`src/rtl/mmio_pkg.sv`:
```
// Shared constants for the MMIO controller: bus command encodings and default I/O register map.
package mmio_pkg;

    localparam logic [1:0] MREAD  = 2'b01;
    localparam logic [1:0] MWRITE = 2'b10;

    localparam logic [8:0] LED_ADDR_DEF   = 9'h100;
    localparam logic [8:0] SW_ADDR_DEF    = 9'h140;
    localparam logic [8:0] SWCHG_ADDR_DEF = 9'h141;
    localparam logic [8:0] CNT_ADDR_DEF   = 9'h180;

    function automatic logic cmd_is(input logic [1:0] cmd, input logic [1:0] code);
        return cmd == code;
    endfunction

endpackage

```
`src/rtl/mmio_if.sv`:
```
// CPU memory bus between the core (master) and the MMIO controller (slave).
// Bus semantics: mem_cmd is sampled every cycle with no handshake; 01 = read, 10 = write, 00/11 = idle.
// read_data and ram_write respond combinationally in the same cycle; writes take effect on the next clk edge.
interface mmio_if #(
    parameter int ADDR_W = 9,
    parameter int DATA_W = 16
);
    logic [ADDR_W-1:0] mem_addr;
    logic [1:0]        mem_cmd;
    logic [DATA_W-1:0] write_data;
    logic [DATA_W-1:0] ram_dout;
    logic              ram_write;
    logic [DATA_W-1:0] read_data;

    modport master (
        output mem_addr, mem_cmd, write_data, ram_dout,
        input  ram_write, read_data
    );

    modport slave (
        input  mem_addr, mem_cmd, write_data, ram_dout,
        output ram_write, read_data
    );
endinterface

```
`src/rtl/mmio_sw_chan.sv`:
```
// One switch channel: two-flop synchronizer, optional debounce (MMIO_DEBOUNCE_EN) and sticky change flag.
module mmio_sw_chan
`ifdef MMIO_DEBOUNCE_EN
#(
    parameter int DB_CYCLES = 16
)
`endif
(
    input  logic clk,
    input  logic reset,
    input  logic sw_in,
    input  logic clr,
    output logic filt,
    output logic flag
);
    logic sync1;
    logic sync2;
    logic prev;

    always_ff @(posedge clk) begin
        if (!reset) begin
            sync1 <= 1'b0;
            sync2 <= 1'b0;
            prev  <= 1'b0;
            flag  <= 1'b0;
        end else begin
            sync1 <= sw_in;
            sync2 <= sync1;
            prev  <= filt;
            // A change arriving in the same cycle as a clearing read survives the clear.
            flag  <= (flag & ~clr) | (filt ^ prev);
        end
    end

`ifdef MMIO_DEBOUNCE_EN
    localparam int CW = $clog2(DB_CYCLES + 1);
    logic [CW-1:0] db_cnt;
    logic          db_filt;

    always_ff @(posedge clk) begin
        if (!reset) begin
            db_cnt  <= '0;
            db_filt <= 1'b0;
        end else if (sync2 != db_filt) begin
            if (db_cnt == CW'(DB_CYCLES - 1)) begin
                db_filt <= sync2;
                db_cnt  <= '0;
            end else begin
                db_cnt <= db_cnt + 1'b1;
            end
        end else begin
            db_cnt <= '0;
        end
    end

    assign filt = db_filt;
`else
    assign filt = sync2;
`endif

endmodule

```
`src/rtl/mmio_ctrl.sv`:
```
// MMIO controller: RAM/I-O address decode, LED register, switch inputs with change flags, free-running counter.
// Optional switch debounce is enabled by defining MMIO_DEBOUNCE_EN.
module mmio_ctrl
    import mmio_pkg::*;
#(
    parameter int                ADDR_W     = 9,
    parameter int                DATA_W     = 16,
    parameter int                NLED       = 8,
    parameter int                NSW        = 8,
    parameter logic [ADDR_W-1:0] LED_ADDR   = LED_ADDR_DEF,
    parameter logic [ADDR_W-1:0] SW_ADDR    = SW_ADDR_DEF,
    parameter logic [ADDR_W-1:0] SWCHG_ADDR = SWCHG_ADDR_DEF,
    parameter logic [ADDR_W-1:0] CNT_ADDR   = CNT_ADDR_DEF,
    parameter int                DB_CYCLES  = 16
) (
    input  logic            clk,
    input  logic            reset,
    mmio_if.slave           bus,
    input  logic [NSW-1:0]  sw,
    output logic [NLED-1:0] led
);
    logic              msel;
    logic              is_rd;
    logic              is_wr;
    logic              swchg_rd;
    logic [NSW-1:0]    sw_filt;
    logic [NSW-1:0]    sw_flag;
    logic [DATA_W-1:0] cnt;
    logic [DATA_W-1:0] rd;

    // Out-of-range channel counts or a zero debounce length yield no usable hardware.
    if (NLED < 1 || NLED > DATA_W || NSW < 1 || NSW > DATA_W || DB_CYCLES < 1) begin : g_param_range_invalid
    end

    assign msel     = ~bus.mem_addr[ADDR_W-1];
    assign is_rd    = cmd_is(bus.mem_cmd, MREAD);
    assign is_wr    = cmd_is(bus.mem_cmd, MWRITE);
    assign swchg_rd = is_rd & ~msel & (bus.mem_addr == SWCHG_ADDR);

    assign bus.ram_write = msel & is_wr;

    for (genvar i = 0; i < NSW; i++) begin : g_sw
`ifdef MMIO_DEBOUNCE_EN
        mmio_sw_chan #(.DB_CYCLES(DB_CYCLES)) u_chan (
`else
        mmio_sw_chan u_chan (
`endif
            .clk   (clk),
            .reset (reset),
            .sw_in (sw[i]),
            .clr   (swchg_rd),
            .filt  (sw_filt[i]),
            .flag  (sw_flag[i])
        );
    end

    always_comb begin
        rd = '0;
        if (is_rd) begin
            if (msel) begin
                rd = bus.ram_dout;
            end else if (bus.mem_addr == SW_ADDR) begin
                rd[NSW-1:0] = sw_filt;
            end else if (bus.mem_addr == SWCHG_ADDR) begin
                rd[NSW-1:0] = sw_flag;
            end else if (bus.mem_addr == CNT_ADDR) begin
                rd = cnt;
            end
        end
    end

    assign bus.read_data = rd;

    always_ff @(posedge clk) begin
        if (!reset) begin
            led <= '0;
        end else if (is_wr && bus.mem_addr == LED_ADDR) begin
            led <= bus.write_data[NLED-1:0];
        end
    end

    // A CPU load of the counter wins over the free-running increment.
    always_ff @(posedge clk) begin
        if (!reset) begin
            cnt <= '0;
        end else if (is_wr && bus.mem_addr == CNT_ADDR) begin
            cnt <= bus.write_data;
        end else begin
            cnt <= cnt + 1'b1;
        end
    end

endmodule

```
`src/flat_wrapper.sv`:
```
// flat-port wrapper written by rule: the top's interface ports become plain ports
module mmio_ctrl_flat import mmio_pkg::*;
#(
    parameter int                ADDR_W     = 9,
    parameter int                DATA_W     = 16,
    parameter int                NLED       = 8,
    parameter int                NSW        = 8,
    parameter logic [ADDR_W-1:0] LED_ADDR   = LED_ADDR_DEF,
    parameter logic [ADDR_W-1:0] SW_ADDR    = SW_ADDR_DEF,
    parameter logic [ADDR_W-1:0] SWCHG_ADDR = SWCHG_ADDR_DEF,
    parameter logic [ADDR_W-1:0] CNT_ADDR   = CNT_ADDR_DEF,
    parameter int                DB_CYCLES  = 16
)
  (clk, reset, sw, led, bus_mem_addr, bus_mem_cmd, bus_write_data, bus_ram_dout, bus_ram_write, bus_read_data);
  mmio_if #(.ADDR_W(ADDR_W), .DATA_W(DATA_W)) bus_i ();
  input  logic clk;
  input  logic reset;
  input  logic [NSW-1:0] sw;
  output logic [NLED-1:0] led;
  input wire logic [$bits(bus_i.mem_addr)-1:0] bus_mem_addr;
  input wire logic [$bits(bus_i.mem_cmd)-1:0] bus_mem_cmd;
  input wire logic [$bits(bus_i.write_data)-1:0] bus_write_data;
  input wire logic [$bits(bus_i.ram_dout)-1:0] bus_ram_dout;
  output wire logic [$bits(bus_i.ram_write)-1:0] bus_ram_write;
  output wire logic [$bits(bus_i.read_data)-1:0] bus_read_data;
  assign bus_i.mem_addr = bus_mem_addr;
  assign bus_i.mem_cmd = bus_mem_cmd;
  assign bus_i.write_data = bus_write_data;
  assign bus_i.ram_dout = bus_ram_dout;
  assign bus_ram_write = bus_i.ram_write;
  assign bus_read_data = bus_i.read_data;
  mmio_ctrl #(.ADDR_W(ADDR_W), .DATA_W(DATA_W), .NLED(NLED), .NSW(NSW), .LED_ADDR(LED_ADDR), .SW_ADDR(SW_ADDR), .SWCHG_ADDR(SWCHG_ADDR), .CNT_ADDR(CNT_ADDR), .DB_CYCLES(DB_CYCLES)) u_core (.clk(clk), .reset(reset), .bus(bus_i), .sw(sw), .led(led));
endmodule
```
`config.mk`:
```
export PLATFORM = sky130hd
export DESIGN_NAME = mmio_ctrl_flat
export DESIGN_NICKNAME = d
export VERILOG_FILES = /design/src/rtl/mmio_pkg.sv /design/src/rtl/mmio_if.sv /design/src/rtl/mmio_sw_chan.sv /design/src/rtl/mmio_ctrl.sv /design/src/flat_wrapper.sv
export SDC_FILE = /design/constraint.sdc
export NUM_CORES = 1
export LEC_CHECK = 0
export CAP_MARGIN = 25
export CORE_UTILIZATION = 24
export DETAILED_ROUTE_END_ITERATION = 10
export PLACE_DENSITY = 0.56
export SETUP_SLACK_MARGIN = 0.3
export SKIP_CTS_REPAIR_TIMING = 1
export SLEW_MARGIN = 20
export SYNTH_ARGS = -nofsm -noshare
export SYNTH_HDL_FRONTEND = slang
export SYNTH_SLANG_ARGS = --single-unit
```
`constraint.sdc`:
```
create_clock -name clk -period 5.7 [get_ports clk]
set_clock_uncertainty 0.2 [all_clocks]
set_input_delay 1.14 -clock clk [delete_from_list [all_inputs] [get_ports clk]]
set_output_delay 1.14 -clock clk [all_outputs]
set_load 0.1 [all_outputs]
```
==> reports/metrics.csv <==
stage,metric,value,unit
setup_path,flop2flop setup slack,3790,ps
layout,# nets final,415,
routing,DR iter-0 viols,58,
sta,Final setup viols,0,
sta,final hold violation count,0,
pwr,static leakage,1.36,nW
global_routing,grt total ovfl,0,
cts,CTS tree,done,
setup_path,Worst Setup Path Type,primary input to primary output,
setup_path,crit path capture type,primary output,
setup_path,critical path required time,4360,ps
min_path,Hold Crit Class,flip-flop to flip-flop,
setup_path,Crit Path Max Fanout,18,
setup_path,Critical Path Source Type,primary input,
die,initial core utilization,24.8,%
sta,min cycle time layout,4860,ps
die,Row Count,37,
layout,post-synthesis to final-layout area growth,45.6,%
min_path,Cells on Worst Hold Path,1,
cts,Clock Root Buffer,clkbuf_8,
placed_design,Post-Place Cell Area,3650,µm²
yosys,cells after synthesis,291,
pwr,total power,0.764,mW
flow_run,Max-Cap Viols,0,
setup_path,critical path arrival,3520,ps
cts,clk buf depth,2,
placed_design,DP HPWL,5.25,mm
layout,# diodes,0,
cts,Clock transition at path regs,100,ps
placed_design,I/O Buffers,77,
yosys,post-synthesis compound-gate area fraction,13.6,%
setup_path,FF-to-FF End,u_core.cnt[14],
yosys,top-area cell type share of the netlist area,43.6,%
global_routing,antenna violations before repair,0,
routing,1st-pass router iterations,4,
global_routing,largest net degree at the start of global routing,25,
yosys,"area leader, netlist",dfxtp_1,
yosys,"Avg Cell Area, Syn",8.84,µm²
sta,Total Negative Setup Slacks,0,ps
global_routing,first-pass GRT wire length,11.2,mm
layout,post-route cell area,3740,µm²
die,Die W,106,µm
cts,Clock Sinks,56,
routing,post-route antenna net violation count,0,
die,area of the core,10400,µm²
yosys,largest family of logic cells by synthesized area,simple AND/OR/NAND/NOR gates,
yosys,syn nets,345,
yosys,Synth Area in XOR/XNOR,6.81,%
sta,final hold slack,241,ps
min_path,Worst Hold End,u_core.g_sw[0].u_chan.filt,
min_path,hold_sp,u_core.g_sw[0].u_chan.sync1,
sta,unrepaired setup endpoints after global routing,no,
die,Die Span Y,106,µm
routing,DR vias,2231,
yosys,Simple-Gate Fraction of Synth Area,24.7,%
routing,DRT Wirelength,6.84,mm
yosys,Yosys Warn Count,0,
yosys,Synth Area in Adders,0.486,%
setup_path,Worst Reg-to-Reg Cells,4,
yosys,Yosys cell types,35,
sta,worst rel slew slack,33.9,%
yosys,number of flops mapped to enable cells by yosys,0,
layout,layout cell share with drive strength beyond 1,13.3,%
setup_path,Reg-to-Reg Start,u_core.cnt[2],
cts,CTS Buf Count,5,
outcome,status,"finished, final reports clean",
yosys,sequential area share after synthesis,43.6,%
sta,maximum achievable frequency,206,MHz
routing,routed len/inst,13.7,µm
die,I/O pins,78,
pwr,Peak VDD IR,0.0893,mV
yosys,Post-synth top cells,"56 x dfxtp_1, 33 x nor2_1, 27 x and2_1, 23 x a21oi_1, 19 x nand2_1",
die,die area,11100,µm²
routing,DR vias/cell,4.48,
sta,period utilisation layout,85.3,%
cts,H-tree levels,2,
placed_design,Routability Congestion,0.764,
yosys,"Top FF cell, synth",dfxtp_1,
cts,Clock Latency Late Sink,310,ps
global_routing,Total Routing Usage GR,12.8,%
yosys,Netlist Area Pre-Place,2570,µm²
yosys,Synth area leaders,"dfxtp_1 44%, and2_1 6.6%, xor2_1 6.1%, nor2_1 4.8%, a21oi_1 4.5%",
yosys,Async SR Flop Fraction,0,%
pwr,Power per Cell Area,204,nW/µm²
yosys,Yosys reg bits,56,
global_routing,vias in the first global route,2209,
yosys,top-count cell post-synth,dfxtp_1,
sta,actual slew at the worst max-slew pin,988,ps
routing,DRC viols,0,
yosys,multiplexer share of the synthesized area,7.00,%
sta,"Slew Viols, Final",0,
-- layout by cell type (no fill, tap or decap), types with 5 or more instances in the layout --
cell type	Yosys	final
nor2b_1	6	6
o21ai_0	9	9
clkbuf_8	0	5
nand2_1	19	19
mux2_2	8	8
dfxtp_1	56	56
and2_1	27	27
nand3_1	5	5
clkdlybuf4s50_1	0	60
a211oi_2	6	6
nor2_1	33	33
a31oi_1	10	8
xor2_1	18	18
nand4_1	8	8
o21ai_1	9	9
mux2i_1	9	9
buf_12	0	16
a21oi_1	23	23
-- worst max path at each step --
stage | startpoint | end | slack (ps) | cells after the start
after floorplan | bus_mem_addr[1] | bus_read_data[0] | 590 | 4
after global placement | bus_mem_addr[8] | bus_read_data[0] | 960 | 7
after detailed placement | bus_mem_addr[8] | bus_read_data[2] | 800 | 7
after CTS | bus_mem_addr[8] | bus_read_data[2] | 780 | 7
after global routing | bus_mem_addr[8] | bus_read_data[4] | 560 | 7
final | bus_mem_addr[8] | bus_read_data[2] | 840 | 7
-- sequential cells by signal, indices dropped and copies added, names as in the netlist --
name	count
u_core.g_sw.u_chan.sync1	8
u_core.led	8
u_core.g_sw.u_chan.flag	8
u_core.g_sw.u_chan.filt	8
u_core.cnt	16
u_core.g_sw.u_chan.prev	8
-- power breakdown --
| group | total, mW | switching (mW) | internal (mW) |
|---|---|---|---|
| logic | 0.131 | 0.0650 | 0.0657 |
| clock network | 0.221 | 0.134 | 0.0876 |
| registers | 0.412 | 0.00796 | 0.404 |
| total | 0.764 | 0.207 | 0.557 |
-- cell type report --
type,instances,area [µm²]
clock buffer,5,68.8
clock inverter,3,21.3
fill,1079,6630
inverter,2,7.51
multi-input combinational,214,1370
sequential,56,1120
tap,136,170
timing repair buffer,82,990
-- per-layer routing --
layer	track usage [%]	vias to the layer above	share of wire [%]
met2	21.8	53	46
met4	3.27	0	1.1
met3	2.60	6	5.1
met1	16.5	1032	48
met5	0	-	0
li1	-	1140	-
-- critical path, cell delays in order --
cell and delay, ps:
clkdlybuf4s50_1 640, buf_4 280, nor4b_1 430, and2_1 390
nand2_1 110, a31oi_1 310, buf_12 220
-- through the flow --
stage          utilization [%]  cells  setup WS [ps]
2_1_floorplan                -    291            593
3_3_place_gp              34.9    488            955
3_5_place_dp              35.2    490            805
4_1_cts                   36.1    498            781
5_1_grt                   36.1    498            564
6_report                  36.1    498            837
-- kinds of logic (layout without fill, tap and decap cells) --
family / after synthesis / count (layout)
compound gates: 58 / 58
xor+xnor: 20 / 20
fa+ha+maj: 1 / 1
buf+inv: 21 / 92
flops: 56 / 56
mux: 17 / 17
simple gates: 118 / 118
No activity file was read; power rests on OpenSTA's default activity.
